--- src/rtl/instruction_sram_axi_bridge_if.sv ---
// Bus bundles for the instruction fetch bridge.
// instruction_sram_if : sram-like fetch port between the IF stage (master)
//                       and the bridge (slave).
// instruction_axi_rd_if : AXI4 AR/R channel pair between the bridge (master)
//                         and the interconnect (slave).

interface instruction_sram_if #(
    parameter int ADDRESS_WIDTH = 32
);
    logic                     instruction_ram_request;
    logic                     instruction_ram_write;
    logic [1:0]               instruction_ram_size;
    logic [ADDRESS_WIDTH-1:0] instruction_ram_address;
    logic                     instruction_ram_address_ready;
    logic                     instruction_ram_data_ready;
    logic [ADDRESS_WIDTH-1:0] instruction_ram_read_data;

    // IF stage view
    modport master (
        output instruction_ram_request,
        output instruction_ram_write,
        output instruction_ram_size,
        output instruction_ram_address,
        input  instruction_ram_address_ready,
        input  instruction_ram_data_ready,
        input  instruction_ram_read_data
    );

    // Bridge view
    modport slave (
        input  instruction_ram_request,
        input  instruction_ram_write,
        input  instruction_ram_size,
        input  instruction_ram_address,
        output instruction_ram_address_ready,
        output instruction_ram_data_ready,
        output instruction_ram_read_data
    );
endinterface

interface instruction_axi_rd_if #(
    parameter int ADDRESS_WIDTH = 32
);
    logic [3:0]               arid;
    logic [ADDRESS_WIDTH-1:0] araddr;
    logic [7:0]               arlen;
    logic [2:0]               arsize;
    logic [1:0]               arburst;
    logic                     arvalid;
    logic                     arready;
    logic [3:0]               rid;
    logic [ADDRESS_WIDTH-1:0] rdata;
    logic [1:0]               rresp;
    logic                     rlast;
    logic                     rvalid;
    logic                     rready;

    // Bridge view
    modport master (
        output arid,
        output araddr,
        output arlen,
        output arsize,
        output arburst,
        output arvalid,
        input  arready,
        input  rid,
        input  rdata,
        input  rresp,
        input  rlast,
        input  rvalid,
        output rready
    );

    // Interconnect view
    modport slave (
        input  arid,
        input  araddr,
        input  arlen,
        input  arsize,
        input  arburst,
        input  arvalid,
        output arready,
        output rid,
        output rdata,
        output rresp,
        output rlast,
        output rvalid,
        input  rready
    );
endinterface

--- src/rtl/instruction_sram_axi_bridge.sv ---
// Instruction fetch bridge: sram-like request/address_ready/data_ready port
// to AXI4 single-beat reads. Up to MAX_OUTSTANDING fetches in flight, data
// returned in order straight from the R channel with no buffering.

module instruction_sram_axi_bridge #(
    parameter int         MAX_OUTSTANDING = 2,
    parameter logic [3:0] AXI_ID          = 4'h0,
    parameter int         ADDRESS_WIDTH   = 32
) (
    input  logic                 clock,
    input  logic                 reset,
    instruction_sram_if.slave    sram,
    instruction_axi_rd_if.master axi,
    output logic                 bus_error
);

    localparam int CW = $clog2(MAX_OUTSTANDING + 1);
    localparam logic [CW-1:0] MAX_CNT = CW'(MAX_OUTSTANDING);

    typedef enum logic {
        IDLE = 1'b0,
        ADDR = 1'b1
    } ar_state_t;

    ar_state_t                state_reg, state_next;
    logic [ADDRESS_WIDTH-1:0] araddr_reg, araddr_next;
    logic [2:0]               arsize_reg, arsize_next;
    logic [CW-1:0]            count_reg, count_next;
    logic                     bus_error_reg, bus_error_next;

    logic accept;
    logic r_handshake;

    // rid and rlast carry nothing the bridge needs for single-beat in-order reads
    logic unused_axi_bits;
    assign unused_axi_bits = ^{axi.rid, axi.rlast};

    // Accept only from IDLE with room left; gated by reset so it reads 0 while held
    assign accept = reset
                 && (state_reg == IDLE)
                 && sram.instruction_ram_request
                 && !sram.instruction_ram_write
                 && (count_reg < MAX_CNT);

    assign r_handshake = axi.rvalid && axi.rready;

    assign sram.instruction_ram_address_ready = accept;
    assign sram.instruction_ram_data_ready    = r_handshake;
    assign sram.instruction_ram_read_data     = axi.rdata;

    assign axi.arid    = AXI_ID;
    assign axi.araddr  = araddr_reg;
    assign axi.arlen   = 8'd0;
    assign axi.arsize  = arsize_reg;
    assign axi.arburst = 2'b01;
    assign axi.arvalid = (state_reg == ADDR);
    assign axi.rready  = (count_reg != '0);

    assign bus_error = bus_error_reg;

    // AR state machine: latch the request on accept, hold it until arready
    always_comb begin
        state_next  = state_reg;
        araddr_next = araddr_reg;
        arsize_next = arsize_reg;
        case (state_reg)
            IDLE: begin
                if (accept) begin
                    araddr_next = sram.instruction_ram_address;
                    arsize_next = {1'b0, sram.instruction_ram_size};
                    state_next  = ADDR;
                end
            end
            ADDR: begin
                if (axi.arready) begin
                    state_next = IDLE;
                end
            end
            default: state_next = IDLE;
        endcase
    end

    // Outstanding count: +1 on accept, -1 on R handshake, unchanged on both
    always_comb begin
        count_next = count_reg;
        case ({accept, r_handshake})
            2'b10:   count_next = count_reg + CW'(1);
            2'b01:   count_next = count_reg - CW'(1);
            default: count_next = count_reg;
        endcase
    end

    // Sticky error: error response on a returned beat, or any write attempt
    always_comb begin
        bus_error_next = bus_error_reg;
        if (r_handshake && (axi.rresp != 2'b00)) begin
            bus_error_next = 1'b1;
        end
        if (sram.instruction_ram_request && sram.instruction_ram_write) begin
            bus_error_next = 1'b1;
        end
    end

    // State registers; reset drops every in-flight fetch
    always_ff @(posedge clock or negedge reset) begin
        if (!reset) begin
            state_reg     <= IDLE;
            araddr_reg    <= '0;
            arsize_reg    <= 3'b010;
            count_reg     <= '0;
            bus_error_reg <= 1'b0;
        end else begin
            state_reg     <= state_next;
            araddr_reg    <= araddr_next;
            arsize_reg    <= arsize_next;
            count_reg     <= count_next;
            bus_error_reg <= bus_error_next;
        end
    end

endmodule
--- src/flat_wrapper.sv ---
// flat-port wrapper written by rule: the top's interface ports become plain ports
module instruction_sram_axi_bridge_flat 
#(
    parameter int         MAX_OUTSTANDING = 2,
    parameter logic [3:0] AXI_ID          = 4'h0,
    parameter int         ADDRESS_WIDTH   = 32
)
  (clock, reset, bus_error, sram_instruction_ram_request, sram_instruction_ram_write, sram_instruction_ram_size, sram_instruction_ram_address, sram_instruction_ram_address_ready, sram_instruction_ram_data_ready, sram_instruction_ram_read_data, axi_arid, axi_araddr, axi_arlen, axi_arsize, axi_arburst, axi_arvalid, axi_arready, axi_rid, axi_rdata, axi_rresp, axi_rlast, axi_rvalid, axi_rready);
  instruction_sram_if #(.ADDRESS_WIDTH(ADDRESS_WIDTH)) sram_i ();
  instruction_axi_rd_if #(.ADDRESS_WIDTH(ADDRESS_WIDTH)) axi_i ();
  input  logic clock;
  input  logic reset;
  output logic bus_error;
  input wire logic [$bits(sram_i.instruction_ram_request)-1:0] sram_instruction_ram_request;
  input wire logic [$bits(sram_i.instruction_ram_write)-1:0] sram_instruction_ram_write;
  input wire logic [$bits(sram_i.instruction_ram_size)-1:0] sram_instruction_ram_size;
  input wire logic [$bits(sram_i.instruction_ram_address)-1:0] sram_instruction_ram_address;
  output wire logic [$bits(sram_i.instruction_ram_address_ready)-1:0] sram_instruction_ram_address_ready;
  output wire logic [$bits(sram_i.instruction_ram_data_ready)-1:0] sram_instruction_ram_data_ready;
  output wire logic [$bits(sram_i.instruction_ram_read_data)-1:0] sram_instruction_ram_read_data;
  output wire logic [$bits(axi_i.arid)-1:0] axi_arid;
  output wire logic [$bits(axi_i.araddr)-1:0] axi_araddr;
  output wire logic [$bits(axi_i.arlen)-1:0] axi_arlen;
  output wire logic [$bits(axi_i.arsize)-1:0] axi_arsize;
  output wire logic [$bits(axi_i.arburst)-1:0] axi_arburst;
  output wire logic [$bits(axi_i.arvalid)-1:0] axi_arvalid;
  input wire logic [$bits(axi_i.arready)-1:0] axi_arready;
  input wire logic [$bits(axi_i.rid)-1:0] axi_rid;
  input wire logic [$bits(axi_i.rdata)-1:0] axi_rdata;
  input wire logic [$bits(axi_i.rresp)-1:0] axi_rresp;
  input wire logic [$bits(axi_i.rlast)-1:0] axi_rlast;
  input wire logic [$bits(axi_i.rvalid)-1:0] axi_rvalid;
  output wire logic [$bits(axi_i.rready)-1:0] axi_rready;
  assign sram_i.instruction_ram_request = sram_instruction_ram_request;
  assign sram_i.instruction_ram_write = sram_instruction_ram_write;
  assign sram_i.instruction_ram_size = sram_instruction_ram_size;
  assign sram_i.instruction_ram_address = sram_instruction_ram_address;
  assign sram_instruction_ram_address_ready = sram_i.instruction_ram_address_ready;
  assign sram_instruction_ram_data_ready = sram_i.instruction_ram_data_ready;
  assign sram_instruction_ram_read_data = sram_i.instruction_ram_read_data;
  assign axi_arid = axi_i.arid;
  assign axi_araddr = axi_i.araddr;
  assign axi_arlen = axi_i.arlen;
  assign axi_arsize = axi_i.arsize;
  assign axi_arburst = axi_i.arburst;
  assign axi_arvalid = axi_i.arvalid;
  assign axi_i.arready = axi_arready;
  assign axi_i.rid = axi_rid;
  assign axi_i.rdata = axi_rdata;
  assign axi_i.rresp = axi_rresp;
  assign axi_i.rlast = axi_rlast;
  assign axi_i.rvalid = axi_rvalid;
  assign axi_rready = axi_i.rready;
  instruction_sram_axi_bridge #(.MAX_OUTSTANDING(MAX_OUTSTANDING), .AXI_ID(AXI_ID), .ADDRESS_WIDTH(ADDRESS_WIDTH)) u_core (.clock(clock), .reset(reset), .sram(sram_i), .axi(axi_i), .bus_error(bus_error));
endmodule
--- config.mk ---
export PLATFORM = sky130hd
export DESIGN_NAME = instruction_sram_axi_bridge_flat
export DESIGN_NICKNAME = d
export VERILOG_FILES = /design/src/rtl/instruction_sram_axi_bridge_if.sv /design/src/rtl/instruction_sram_axi_bridge.sv /design/src/flat_wrapper.sv
export SDC_FILE = /design/constraint.sdc
export NUM_CORES = 1
export LEC_CHECK = 0
export CORE_UTILIZATION = 32
export CTS_CLUSTER_SIZE = 30
export DETAILED_ROUTE_END_ITERATION = 12
export PLACE_DENSITY_LB_ADDON = 0.3
export SLEW_MARGIN = 20
export SYNTH_ARGS = -nofsm -noshare
export SYNTH_HDL_FRONTEND = slang
export SYNTH_SLANG_ARGS = --single-unit
--- constraint.sdc ---
create_clock -name clock -period 2.1 [get_ports clock]
set_clock_uncertainty 0.1 [all_clocks]
set_input_delay 0.315 -clock clock [delete_from_list [all_inputs] [get_ports clock]]
set_output_delay 0.315 -clock clock [all_outputs]
set_load 0.01 [all_outputs]
Yosys cells after proc, flatten, opt, wreduce, memory -nomap -nowiden:

Cells that the tools add are included.

* input port bits: 79
* output and inout bits: 86
* logic and storage cells: 30
* flip-flop bits (word level): 38

* bitwise operators: 1
* muxes and demuxes: 6
* magnitude comparators: 1
* add/subtract/negate cells: 2
* reduce and logical (&&, ||, !) cells: 13
* eq/ne operators: 2

Operators by type and width (number)
* nonzero test 2 bit: 4
* logical AND 1 bit: 7
* two-way mux 1 bit: 4
* case mux 2 bit (2 select lines): 1
* adder 2 x 1 -> 2 bit, second input constant: 1
* equality test 2 x 1 -> 1 bit, second input constant: 1
* equality test 2 bit, second input constant: 1
* < comparator 2 bit, second input constant: 1
* case mux 1 bit (2 select lines): 1
* AND reduction 2 bit: 1
* subtractor 2 x 1 -> 2 bit, second input constant: 1
* logical NOT 1 bit: 1
* inverter 1 bit: 1

Logic depth before layout (Yosys ltp):

* depth after elaboration: 7
* mapped depth: 6
* mapped depth without buffers: 6

Least setup slack after synthesis:

OpenSTA, ideal clock, no wires.

* path kind: register to register
* start: reg u_core.count_reg[1]
* end: reg u_core.count_reg[1]
* path buffers: 0
* setup time: 0.079 ns
* slack: 0.412 ns
* clock period less this slack: 1.688 ns
* arrival time: 1.509 ns
* required time: 1.921 ns
* stages on the path, launching flop included: 6
* cell sequence: dfrtp_1 > or2_2 > and2_1 > ha_1 > nor2_1 > xor2_1

* cells in the longest elaborated chain, start to end: 4
* elaborated cells on any way between the ends: 10
* classes of those cells: add/sub: 2; order compare: 1; eq/ne: 2; mux: 1; reduce/logical: 4

RTL lines
* start: declaration: RTL line instruction_sram_axi_bridge.sv:28 `logic [CW-1:0] count_reg, count_next;`
* start signal: assignment: RTL line instruction_sram_axi_bridge.sv:116 `count_reg <= count_next;`
* nonzero test 2 bit *: RTL line instruction_sram_axi_bridge.sv:57 `assign axi.rready = (count_reg != '0);`
* via axi_rready: RTL line flat_wrapper.sv:33 `output wire logic [$bits(axi_i.rready)-1:0] axi_rready;`
* logical AND 1 bit *: RTL line instruction_sram_axi_bridge.sv:45 `assign r_handshake = axi.rvalid && axi.rready;`
* via sram_instruction_ram_data_ready: RTL line flat_wrapper.sv:19 `output wire logic [$bits(sram_i.instruction_ram_data_ready)-1:0] sram_instruction_ram_data_ready;`
* equality test 2 x 1 -> 1 bit or equality test 2 bit (tied branches): RTL line instruction_sram_axi_bridge.sv:86 `case ({accept, r_handshake})`
* case mux 2 bit (2 select lines) or nonzero test 2 bit (tied branches)

The timed path passes the listed nets; every way through them passes the cells marked *.
A chain may end at the register's enable or synchronous reset.

Worst setup path after layout:

* start: in sram_instruction_ram_write
* end: out sram_instruction_ram_address_ready

* cells in the longest elaborated chain, start to end: 3

RTL lines
* start: declaration: RTL line flat_wrapper.sv:15 `input wire logic [$bits(sram_i.instruction_ram_write)-1:0] sram_instruction_ram_write;`
* logical NOT 1 bit: RTL line instruction_sram_axi_bridge.sv:42 `&& !sram.instruction_ram_write`
* logical AND 1 bit: RTL line instruction_sram_axi_bridge.sv:42
* logical AND 1 bit: RTL line instruction_sram_axi_bridge.sv:43 `&& (count_reg < MAX_CNT);`
* end: declaration: RTL line flat_wrapper.sv:18 `output wire logic [$bits(sram_i.instruction_ram_address_ready)-1:0] sram_instruction_ram_address_ready;`

No other way between the ends.

==> metrics.yaml <==
outcome:
  outcome: "finished with violations"
  failed_checks: "negative hold slack"
synth:
  yosys.area.top_type_share: 0.468
  synth_area_leaders: "dfrtp_1, mux2_4, buf_4, buf_12, mux2_2"
  synthCells: 139
  yosys.area.top_type: "dfrtp_1"
  ys_warn_count: 0
  syn_area_um2: 1980
  avgSynthCellArea_um2: 14.2
  synth-seq-area-share: 0.482
  netlist-cell-type-count: 19
  ys_seq_elements: 38
global_route:
  grt_antenna_before_repair: 0
  track_usage: 0.123
  globalRoute.totalOverflow: 0
  grt_max_degree: 39
  grt_pass1_wl_um: 5710
  grt_pass1_vias: 1112
clocking:
  h-tree-depth: 2
  clkTransAtPathRegs_ns: 0.07
  cts_buffers: 5
  cts_sinks: 38
  cts_tree: "built"
  clk_path_buf_depth: 2
  post_cts_buffers: 0
  clkLatencyLatePin_ns: 0.28
  root_buffer: "clkbuf_8"
finish:
  nets: 276
  largest_reg_flops: 32
  fin_area_um2: 2660
  antenna_cells: 0
  final_cell_mix: "clkdlybuf4s50_1, dfrtp_1, mux2_4, conb_1"
  final_util: 0.446
  area_growth_pct: 34.4
  final_common_cell: "clkdlybuf4s50_1"
  fillers: 582
  drive_above_1_share: 0.276
timing:
  finalSetupViolCount: 0
  hold_ws_ns: -0.00809
  worst_slack_ns: 0.113
  timing.final.hold_violations: 7
  rsz0062_at_grt: "false"
  max_freq_mhz: 503
  slew_violations: 0
  min_period_ns: 1.99
  finalCritPeriodShare: 0.946
floorplan:
  die_y_um: 80.6
  core_um2: 5960
  die_area_um2: 6500
  initial_core_util: 0.332
  pin_count: 165
  rows: 28
  die_x_um: 80.6
power_and_ir_drop:
  pwr-share-seq: 0.384
  power_frac_clock: 0.136
  p_int_mw: 2.43
  total_power_mw: 3.38
  vdd_drop_max_mv: 0.522
  power.switching_mw: 0.945
  power_density_nw_per_um2: 1270
  swShare: 0.280
  p_leak_nw: 1.17
  pwr-share-comb: 0.480
critical_path:
  path_class: "primary input to output pin"
  cp_slowest_stage_delay_ns: 0.41
  timing.rr.start: "u_core.axi.arvalid"
  cp_slowest_cell: "clkdlybuf4s50_1"
  required_ns: 1.68
  end_kind: "output pin"
  ff2ff_path_depth: 6
  timing.critical_path.fanout_max: 3
  worstPathArrival_ns: 1.57
  startpoint_type: "primary input"
  crit_family: "buffers and inverters"
  crit_buf_inv: 3
  r2r-end: "u_core.axi.araddr[14]"
  crit_chain: "clkdlybuf4s50_1 -> nand2b_1 -> or3_4 -> clkinv_4 -> dlygate4sd2_1"
  rrSetupSlack_ns: 0.29
placement:
  io_buffer_count: 80
  place_area_um2: 2580
  globalplace.congestion: 0.797
  dp_hpwl_um: 2910
  pre_cts_ws_ns: -0.156
route:
  drc: 0
  wl_per_cell_um: 14.1
  drtPass1Iterations: 2
  routed_via_density: 4.16
  drtIter0Drc: 46
  dr_total_vias: 1127
  final_antenna_net_count: 0
  wl_um: 3820
run:
  max-cap-violations: 0
worst_hold_path:
  hp-class: "primary input to async pin"
[power groups by stage]
stage	Sequential, mW	Clock [mW]	Combinational, mW
6_report	1.30	0.461	1.62
5_1_grt	1.34	0.525	1.73
3_5_place_dp	1.30	0	1.65
4_1_cts	1.30	0.491	1.65
3_3_place_gp	1.30	0	1.64
2_1_floorplan	1.45	0	0.691
[metal layers]
| metal | global-route usage | wire [um] | share of wire |
|---|---|---|---|
| met5 | 0 | 0 | 0 |
| met4 | 0.0643 | 75 | 0.020 |
| met3 | 0.0420 | 264 | 0.069 |
| met2 | 0.208 | 1970 | 0.52 |
| met1 | 0.134 | 1510 | 0.39 |
[synth_stat cells, drive strengths merged]
library cell  number
a221o              1
and2               1
buf               50
clkinv             1
conb               2
dfrtp             37
dfstp              1
ha                 1
inv                1
mux2              34
nand2b             2
nor2               1
o21ai              1
or2                2
or3                1
xnor2              2
xor2               1
[through the flow]
stage / setup TNS, ns / cells
floorplan: 0 / 152
global placement: -1.69 / 264
detailed placement: -2.04 / 264
CTS: 0 / 271
global route: 0 / 271
finish: 0 / 271
[what timing repair did]
action / 4_1_cts / 5_1_grt
hold buffers: 0 / 0
setup endpoints to repair: 2 / 0
resized for setup: 2 / 0
[worst max-delay path by stage]
stage                                     from                            endpoint  slack [ns]  cells after the start
global route        sram_instruction_ram_write  sram_instruction_ram_address_ready        0.08                      5
global placement    sram_instruction_ram_write  sram_instruction_ram_address_ready       -0.15                      5
CTS                 sram_instruction_ram_write  sram_instruction_ram_address_ready        0.11                      5
finish              sram_instruction_ram_write  sram_instruction_ram_address_ready        0.11                      5
floorplan                  u_core.count_reg[1]                 u_core.count_reg[1]        0.41                      5
detailed placement  sram_instruction_ram_write  sram_instruction_ram_address_ready       -0.16                      5
[cell families after synthesis]
kind of cell,share of synthesized area
xor+xnor,0.0133
fa+ha+maj,0.00633
flops,0.482
other cells,0.00380
buf+inv,0.215
simple gates,0.0234
mux,0.249
compound gates,0.00759
[layout make-up]
class | instances | area (um^2) | share of cell area
clock buffers | 5 | 68.8 | 0.0259
clock inverters | 2 | 10.0 | 0.00377
inverters | 2 | 12.5 | 0.00471
multi-input cells | 62 | 648 | 0.244
flip-flops and latches | 38 | 952 | 0.358
well taps | 75 | 93.8 | 0.0353
repair buffers | 87 | 871 | 0.328
Note: power is estimated with default switching activity, not from simulation.
